**config.mk**
```make
export PLATFORM = sky130hd
export DESIGN_NAME = dds_fm_sequencer
export DESIGN_NICKNAME = d
export VERILOG_FILES = /design/src/rtl/dds_fm_sequencer.sv
export SDC_FILE = /design/constraint.sdc
export NUM_CORES = 1
export LEC_CHECK = 0
export ABC_AREA = 1
export CAP_MARGIN = 25
export CORE_UTILIZATION = 40
export CTS_BUF_LIST = sky130_fd_sc_hd__clkbuf_8
export DETAILED_ROUTE_END_ITERATION = 6
export GPL_TIMING_DRIVEN = 1
export MAX_ROUTING_LAYER = met4
export SLEW_MARGIN = 25
export SYNTH_ARGS = -nofsm -noshare
export SYNTH_HDL_FRONTEND = slang
export SYNTH_SLANG_ARGS = --single-unit
```
**constraint.sdc**
```tcl
create_clock -name clk -period 6.6 [get_ports clk]
set_clock_uncertainty 0.2 [all_clocks]
set_input_delay 0.99 -clock clk [delete_from_list [all_inputs] [get_ports clk]]
set_output_delay 0.99 -clock clk [all_outputs]
set_load 0.05 [all_outputs]
```
**src/rtl/dds_fm_sequencer.sv**
```systemverilog
// Square-wave FM sequencer: alternates a DDS tuning word between centre+dev
// and centre-dev with blanking and integration windows in each half-cycle.
module dds_fm_sequencer #(
    parameter int FREQ_W = 32,
    parameter int CNT_W  = 16
) (
    input  logic              clk,
    input  logic              rst,
    input  logic              start,
    input  logic              stop,
    input  logic [FREQ_W-1:0] cfg_center,
    input  logic [FREQ_W-1:0] cfg_dev,
    input  logic [CNT_W-1:0]  cfg_settle,
    input  logic [CNT_W-1:0]  cfg_integ,
    input  logic [CNT_W-1:0]  cfg_ncyc,
    input  logic              cfg_update,
    output logic [FREQ_W-1:0] dds_freq,
    output logic              half_sel,
    output logic              integ_en,
    output logic              cycle_done,
    output logic              seq_done,
    output logic              cfg_ack,
    output logic              busy,
    output logic              sat_err
);

    typedef enum logic [2:0] {
        IDLE,
        SET_HI,
        INT_HI,
        SET_LO,
        INT_LO
    } state_t;

    state_t state;
    state_t nstate;
    state_t first;

    logic [CNT_W-1:0]  tmr;
    logic [CNT_W-1:0]  ntmr;
    logic [CNT_W-1:0]  cyc_cnt;
    logic [CNT_W-1:0]  cyc_next;

    logic [FREQ_W-1:0] s_center;
    logic [FREQ_W-1:0] s_dev;
    logic [CNT_W-1:0]  s_settle;
    logic [CNT_W-1:0]  s_integ;
    logic [CNT_W-1:0]  s_ncyc;

    logic              pend;
    logic [FREQ_W-1:0] p_center;
    logic [FREQ_W-1:0] p_dev;
    logic [CNT_W-1:0]  p_settle;
    logic [CNT_W-1:0]  p_integ;
    logic [CNT_W-1:0]  p_ncyc;

    logic [FREQ_W-1:0] e_center;
    logic [FREQ_W-1:0] e_dev;
    logic [CNT_W-1:0]  e_settle;
    logic [CNT_W-1:0]  e_integ;
    logic [CNT_W-1:0]  e_ncyc;

    logic [FREQ_W:0]   hi_sum;
    logic [FREQ_W:0]   lo_dif;
    logic [FREQ_W-1:0] e_hi;
    logic [FREQ_W-1:0] e_lo;
    logic              e_sat;

    logic [CNT_W-1:0]  settle_len;
    logic [CNT_W-1:0]  integ_len;

    logic load_start;
    logic last;
    logic fin;
    logic boundary;
    logic apply;
    logic end_pulse;

    // Effective config is the shadow set except on the two load points,
    // so every transition can use the same length and word sources.
    always_comb begin
        load_start = (state == IDLE) && start && !stop;
        last       = (tmr == '0);
        cyc_next   = (&cyc_cnt) ? cyc_cnt : cyc_cnt + CNT_W'(1);
        fin        = (s_ncyc != '0) && (cyc_next >= s_ncyc);
        boundary   = (state == INT_LO) && last && !stop && !fin;
        apply      = boundary && pend;

        e_center = s_center;
        e_dev    = s_dev;
        e_settle = s_settle;
        e_integ  = s_integ;
        e_ncyc   = s_ncyc;
        if (load_start) begin
            e_center = cfg_center;
            e_dev    = cfg_dev;
            e_settle = cfg_settle;
            e_integ  = cfg_integ;
            e_ncyc   = cfg_ncyc;
        end else if (apply) begin
            e_center = p_center;
            e_dev    = p_dev;
            e_settle = p_settle;
            e_integ  = p_integ;
            e_ncyc   = p_ncyc;
        end

        hi_sum = {1'b0, e_center} + {1'b0, e_dev};
        lo_dif = {1'b0, e_center} - {1'b0, e_dev};
        e_hi   = hi_sum[FREQ_W] ? '1 : hi_sum[FREQ_W-1:0];
        e_lo   = lo_dif[FREQ_W] ? '0 : lo_dif[FREQ_W-1:0];
        e_sat  = hi_sum[FREQ_W] | lo_dif[FREQ_W];

        settle_len = e_settle - CNT_W'(1);
        integ_len  = (e_integ == '0) ? '0 : e_integ - CNT_W'(1);
        first      = (e_settle != '0) ? SET_HI : INT_HI;
    end

    always_comb begin
        nstate = state;
        unique case (state)
            IDLE:   nstate = load_start ? first : IDLE;
            SET_HI: if (last) nstate = INT_HI;
            INT_HI: if (last) nstate = (s_settle != '0) ? SET_LO : INT_LO;
            SET_LO: if (last) nstate = INT_LO;
            INT_LO: if (last) nstate = fin ? IDLE : first;
            default: nstate = IDLE;
        endcase
        if (stop)
            nstate = IDLE;

        ntmr = '0;
        if (nstate == IDLE)
            ntmr = '0;
        else if (nstate == state)
            ntmr = tmr - CNT_W'(1);
        else if (nstate == SET_HI || nstate == SET_LO)
            ntmr = settle_len;
        else
            ntmr = integ_len;

        end_pulse = (nstate == INT_LO) && (ntmr == '0);
    end

    always_ff @(posedge clk) begin
        if (rst) begin
            state      <= IDLE;
            tmr        <= '0;
            cyc_cnt    <= '0;
            s_center   <= '0;
            s_dev      <= '0;
            s_settle   <= '0;
            s_integ    <= '0;
            s_ncyc     <= '0;
            pend       <= 1'b0;
            p_center   <= '0;
            p_dev      <= '0;
            p_settle   <= '0;
            p_integ    <= '0;
            p_ncyc     <= '0;
            dds_freq   <= '0;
            half_sel   <= 1'b0;
            integ_en   <= 1'b0;
            cycle_done <= 1'b0;
            seq_done   <= 1'b0;
            cfg_ack    <= 1'b0;
            busy       <= 1'b0;
            sat_err    <= 1'b0;
        end else begin
            state <= nstate;
            tmr   <= ntmr;

            if (load_start || apply) begin
                s_center <= e_center;
                s_dev    <= e_dev;
                s_settle <= e_settle;
                s_integ  <= e_integ;
                s_ncyc   <= e_ncyc;
            end

            if (load_start)
                cyc_cnt <= '0;
            else if (state == INT_LO && last && !stop)
                cyc_cnt <= cyc_next;

            // An update arriving on the boundary clock waits for the next one.
            if (state != IDLE && nstate == IDLE) begin
                pend <= 1'b0;
            end else if (state != IDLE && cfg_update) begin
                pend     <= 1'b1;
                p_center <= cfg_center;
                p_dev    <= cfg_dev;
                p_settle <= cfg_settle;
                p_integ  <= cfg_integ;
                p_ncyc   <= cfg_ncyc;
            end else if (apply) begin
                pend <= 1'b0;
            end

            unique case (nstate)
                SET_HI, INT_HI: dds_freq <= e_hi;
                SET_LO, INT_LO: dds_freq <= e_lo;
                default:        dds_freq <= e_center;
            endcase

            half_sel   <= (nstate == SET_LO) || (nstate == INT_LO);
            integ_en   <= (nstate == INT_HI) || (nstate == INT_LO);
            busy       <= (nstate != IDLE);
            cycle_done <= end_pulse;
            seq_done   <= end_pulse && fin;
            cfg_ack    <= apply;

            if (load_start)
                sat_err <= e_sat;
            else if (apply && e_sat)
                sat_err <= 1'b1;
        end
    end

endmodule

```
Yosys cells after proc, flatten, opt, wreduce, memory -nomap -nowiden. Index checks and enable logic that the tools add are counted.

Bitwise logic cells: 2. Mux-type cells: 32. Order comparisons: 1. Add/subtract/negate cells: 6. Reduce and logical (&&, ||, !) cells: 38. Equal/unequal tests: 9.

Operators with widths (count): $mux W32 (6); $mux W16 (11); $pmux W32 S2 (1); $logic_not A16 Y1 (3); $reduce_bool A16 Y1 (3); $sub A16 B1 Y16 const B (3); $add A32 B32 Y33 (1); $sub A32 B32 Y33 (1); $mux W3 (6); $add A16 B1 Y16 const B (1); $ge A16 B16 Y1 (1); $reduce_and A16 Y1 (1); $pmux W3 S5 (1); $eq A3 B2 Y1 const B (4); $logic_and A1 B1 Y1 (12); $reduce_or A2 Y1 (4); $eq A3 B1 Y1 const B (2); $eq A3 B3 Y1 const B (2); $logic_not A3 Y1 (2); $mux W2 (3); $reduce_bool A2 Y1 (3); $reduce_bool A3 Y1 (2); $logic_or A1 B1 Y1 (4); $mux W1 (4); 5 further kinds (7).

Logic and storage cells: 110. Output and inout bits: 39. Register bits after elaboration: 299.

Longest topological paths before layout.
Word-level depth: 23. Mapped depth: 57. Depth with buffers taken out: 56.

Least setup slack after synthesis. No wires, ideal clock.

Path kind: flip-flop to flip-flop. Start: register cyc_cnt[0]. End: register dds_freq[13]. Cell stages (with the launch flop): 48. Data arrival time: 7.042 ns. Setup slack: -0.698 ns. Setup time: 0.057 ns. Cell sequence: dfxtp_1 ha_1 inv_1 nor3_1 nand3_1 nor2_1 inv_1 nor2_1 inv_1 nand4_1 xor2_1 inv_1 ha_1 a21oi_1 o21ai_0 a21oi_1 nand2_1 nand2_1 [12 not listed] a21oi_1 o21ai_0 nand3_1 nand2_1 nand2_1 nand2_1 nand2_1 nand2_1 a21oi_1 o21ai_0 a21oi_1 inv_1 nand2_1 buf_2 clkbuf_1 o221ai_1 nand2_1 inv_1.

Word-level cells in the longest chain between the ends: 18. Elaborated cells between the ends (all ways): 32. Classes of those cells: add/sub: 3; order compare: 1; eq/ne: 4; mux: 16; reduce/logical: 8.

RTL lines: start: declaration (line 41) `logic [CNT_W-1:0] cyc_cnt;`; start signal: assignment (line 184) `cyc_cnt <= cyc_next;`; $add A16 B1 Y16 / $reduce_and A16 Y1 (equally long branches) (line 84) `cyc_next = (&cyc_cnt) ? cyc_cnt : cyc_cnt + CNT_W'(1);`; $mux W16 (*) (line 84); named net cyc_next[11] (line 42) `logic [CNT_W-1:0] cyc_next;`; $ge A16 B16 Y1 (*) (line 85) `fin = (s_ncyc != '0) && (cyc_next >= s_ncyc);`; $logic_and A1 B1 Y1 (*) (line 85); $logic_not A1 Y1 (line 86) `boundary = (state == INT_LO) && last && !stop && !fin;`; $logic_and A1 B1 Y1 (line 86); $logic_and A1 B1 Y1 (line 87) `apply = boundary && pend;`; [3 not listed]; $mux W2 (line 116) `first = (e_settle != '0) ? SET_HI : INT_HI;`; $mux W2 (line 126) `INT_LO: if (last) nstate = fin ? IDLE : first;`; $mux W3 (line 126); $pmux W3 S5 (line 121) `unique case (state)`; $mux W3 (line 129) `if (stop)`; $eq A3 B2 Y1, or another cell as far along (line 200) `unique case (nstate)`; $reduce_or A2 Y1 (line 200); $pmux W32 S2 (*) (line 200); end signal: assignment (line 201) `SET_HI, INT_HI: dds_freq <= e_hi;`; end signal: assignment (line 202) `SET_LO, INT_LO: dds_freq <= e_lo;`; end signal: assignment (line 203) `default: dds_freq <= e_center;`; end: declaration (line 17) `output logic [FREQ_W-1:0] dds_freq,`.

Mark *: on every way through the listed nets, which the timed path passes. The rest lies on a longest branch. A chain may end at the register's enable or synchronous reset.

Worst setup path in the final report.
Start: register cyc_cnt[4]. End: register dds_freq[25].

Elaborated cells between the ends (all ways): 32. Classes of those cells: add/sub: 3; order compare: 1; eq/ne: 4; mux: 16; reduce/logical: 8.

RTL lines: $add A16 B1 Y16 / $reduce_and A16 Y1 (equally long branches) (line 84); $mux W16 (*) (line 84); named net cyc_next[8] (line 42); $ge A16 B16 Y1 (*) (line 85); $logic_and A1 B1 Y1 (*) (line 85); $logic_not A1 Y1 (*) (line 86); $logic_and A1 B1 Y1 (*) (line 86); $logic_and A1 B1 Y1 (*) (line 87); $mux W32 (*) (line 100) `end else if (apply) begin`; $mux W32 (*) (line 94) `if (load_start) begin`; named net e_center[5] (line 57) `logic [FREQ_W-1:0] e_center;`; $sub A32 B32 Y33 / $add A32 B32 Y33 (equally long branches) (line 109, 108); $mux W32 (on tied branches) (line 111, 110); $pmux W32 S2 (*) (line 200).

Marked as above.

==> flow_metrics.tcl <==
set metrics [dict create \
    hp-class "reg -> reg" \
    synthArstFlopShare 0 \
    setup_viol 0 \
    cellLeakagePower_nw 11.7 \
    layout.nets 3109 \
    peakVddDrop_v 0.000258 \
    grt_pass1_vias 17200 \
    hold_slack_ns 0.250 \
    pin_count 156 \
    cts_buffers 54 \
    die_x_um 210 \
    finalWeightedCongestion 0.936 \
    antenna_cells 0 \
    cts_hold_repair.buffers 0 \
    clockRootBuffer "clkbuf_8" \
    ys_seq_elements 299 \
    area_growth_pct 34.3 \
    cts_tree "yes" \
    worst-path-max-fanout 7 \
    insertion_delay_ns 0.65 \
    status "completed" \
    grt_antenna_before_repair 0 \
    finalHoldViolCount 0 \
    drc 0 \
    clock_path_buffers 3 \
    wl_per_cell_um 16.5 \
    avgViaCountPerCell 5.07 \
    initial_core_util 0.409 \
    synthesis.area_sq_mm 0.0173 \
    period_minus_slack_ns 6.48 \
    place_inst 3393 \
    avgSynthCellArea_sq_um 6.80 \
    slew_headroom 0.373 \
    final_cell_count_no_fill 3525 \
    finalWorstSetupSlack_ns 0.117 \
    ys.flop_type "dfxtp_1" \
    dr.pass1.iters 5 \
    pre_cts_slack_ns -0.238 \
    switching_power_mw 3.99 \
    power.density_mw_per_mm2 382 \
    internal_power_mw 4.88 \
    end_kind "flip-flop" \
    h-tree-depth 2 \
    cpPeakStageDelay_ns 0.33 \
    synthTopCellsByCount "nand2_1, nor2_1, inv_1, dfxtp_1, a21oi_1" \
    antenna_left 0 \
    numPortBuffers 155 \
    path_clk_slew_ns 0.07 \
    gr-total-overflow 0 \
    die-area_sq_mm 0.0441 \
    yosysTopAreaCell "dfxtp_1" \
    worstMarginPinSlew_ns 0.941 \
    rsz0062_at_grt "yes" \
    fp.dieH_um 210 \
    pwr-share-clk 0.209 \
    vias 17900 \
    register_area_sq_mm 0.00599 \
    swShare 0.450 \
    synthTopCellsByArea "dfxtp_1, nand2_1, nor2_1" \
    yosysSeqAreaShare 0.346 \
    final_util 0.550 \
    fp-row-count 75 \
    synthMostInstantiatedCell "nand2_1" \
    grt_max_degree 151 \
    worstSetupPathType "reg -> reg" \
    min_period_over_period 0.982 \
    synth_edf_count 0 \
    fmax_mhz 154 \
    synth_nets 2751 \
    cp_slowest_cell "dfxtp_2" \
    tns_ns 0 \
    crit_required_ns 6.92 \
    p_comb_frac 0.543 \
    ys.warnings.count 0 \
    drive_above_1_share 0.186 \
    grt_use_total 0.257 \
    coreArea_sq_mm 0.0423 \
    drt-initial-drc-count 1135 \
    clock-sinks 299 \
    fillers 4152 \
    synth_cells 2547 \
    startpoint_type "flip-flop" \
    slew_violations 0 \
    grt_pass1_wl_mm 88.8 \
    worstPathArrival_ns 6.80 \
    multi_input_area_sq_mm 0.0102 \
    seq_power_share 0.248 \
    synth_cell_types 50 \
    netlist.area_leader.share 0.346 \
    drt-total-wl_mm 58.1 \
    dp_hpwl_mm 39.6 \
    maxCapViolations 0 \
]
==> flip-flops by register name, summed over array words and instances, names as in the netlist, 32 cells and up <==
signal    cells
s_dev        32
dds_freq     32
p_dev        32
s_center     32
p_center     32
==> metrics by stage <==
step	power (mW)	cell area, sq um
2_1_floorplan	5.21	17400
3_3_place_gp	6.64	20900
3_5_place_dp	6.66	20900
4_1_cts	8.57	22100
5_1_grt	9.51	23300
6_report	8.87	23300
==> per-layer routing <==
metal	part of all wire	vias to the layer above	wire length, um	global-route usage
met2	0.46	470	27000	0.411
met5	0	-	0	-
met3	0.048	87	2820	0.0323
met4	0.025	0	1460	0.0878
li1	-	8989	-	-
met1	0.46	8311	26900	0.336
==> power by group through the flow <==
stage          clock [mW]  combinational, mW  sequential, mW
2_1_floorplan           0               2.79            2.41
3_3_place_gp            0               4.41            2.23
3_5_place_dp            0               4.43            2.23
4_1_cts              1.90               4.47            2.20
5_1_grt              1.98               5.30            2.23
6_report             1.85               4.81            2.20
==> layout make-up <==
class | count | area share
Multi-Input combinational cell | 1758 | 0.438
Sequential cell | 299 | 0.258
Timing Repair Buffer | 435 | 0.166
Inverter | 357 | 0.0588
Clock buffer | 67 | 0.0397
Tap cell | 577 | 0.0310
Clock inverter | 32 | 0.00920
==> cells by family after synthesis <==
| family | count (synthesis) | share of synthesized area |
|---|---|---|
| flops | 299 | 0.346 |
| fa+ha+maj | 87 | 0.0637 |
| compound gates | 521 | 0.175 |
| simple gates | 1060 | 0.255 |
| buf+inv | 490 | 0.115 |
| xor+xnor | 90 | 0.0455 |
==> final timing paths <==
kind	startpoint	to	slack (ns)	cells after the start
min	p_settle[0]	p_settle[0]	0.25	2
max reg2reg	cyc_cnt[4]	dds_freq[25]	0.12	47
max	cyc_cnt[4]	dds_freq[25]	0.12	47
min reg2reg	p_settle[0]	p_settle[0]	0.25	2
==> critical path: cells and delay by family, from the launching register on <==
| kind | cells | cell delay [ns] |
|---|---|---|
| simple gates | 20 | 1.99 |
| compound gates | 11 | 1.67 |
| flops | 1 | 0.33 |
| fa+ha+maj | 2 | 0.51 |
| buf+inv | 12 | 1.31 |
| xor+xnor | 2 | 0.33 |
==> layout by cell type, fill, tap and decap left out, drive strengths merged, types with 3 or more instances in the layout <==
master,instances
o21ai,217
nor3,27
a31oi,21
buf,279
clkinv,9
nor4,10
inv,376
clkdlybuf4s50,154
o22ai,3
o211ai,12
nor2,426
a21boi,6
nand2,454
o21bai,5
xnor2,9
bufinv,3
o221ai,26
a21oi,160
dfxtp,299
ha,85
nand3,100
clkbuf,69
nand4,37
o31ai,3
a22oi,9
a221oi,48
o21a,8
xor2,81
==> what timing repair did <==
action,4_1_cts,5_1_grt
buffers inserted,0,31
endpoints found under the setup margin,22,133
cloned,0,2
gates resized for setup,16,215
pin swaps,0,70
(Power assumes the default switching activity.)
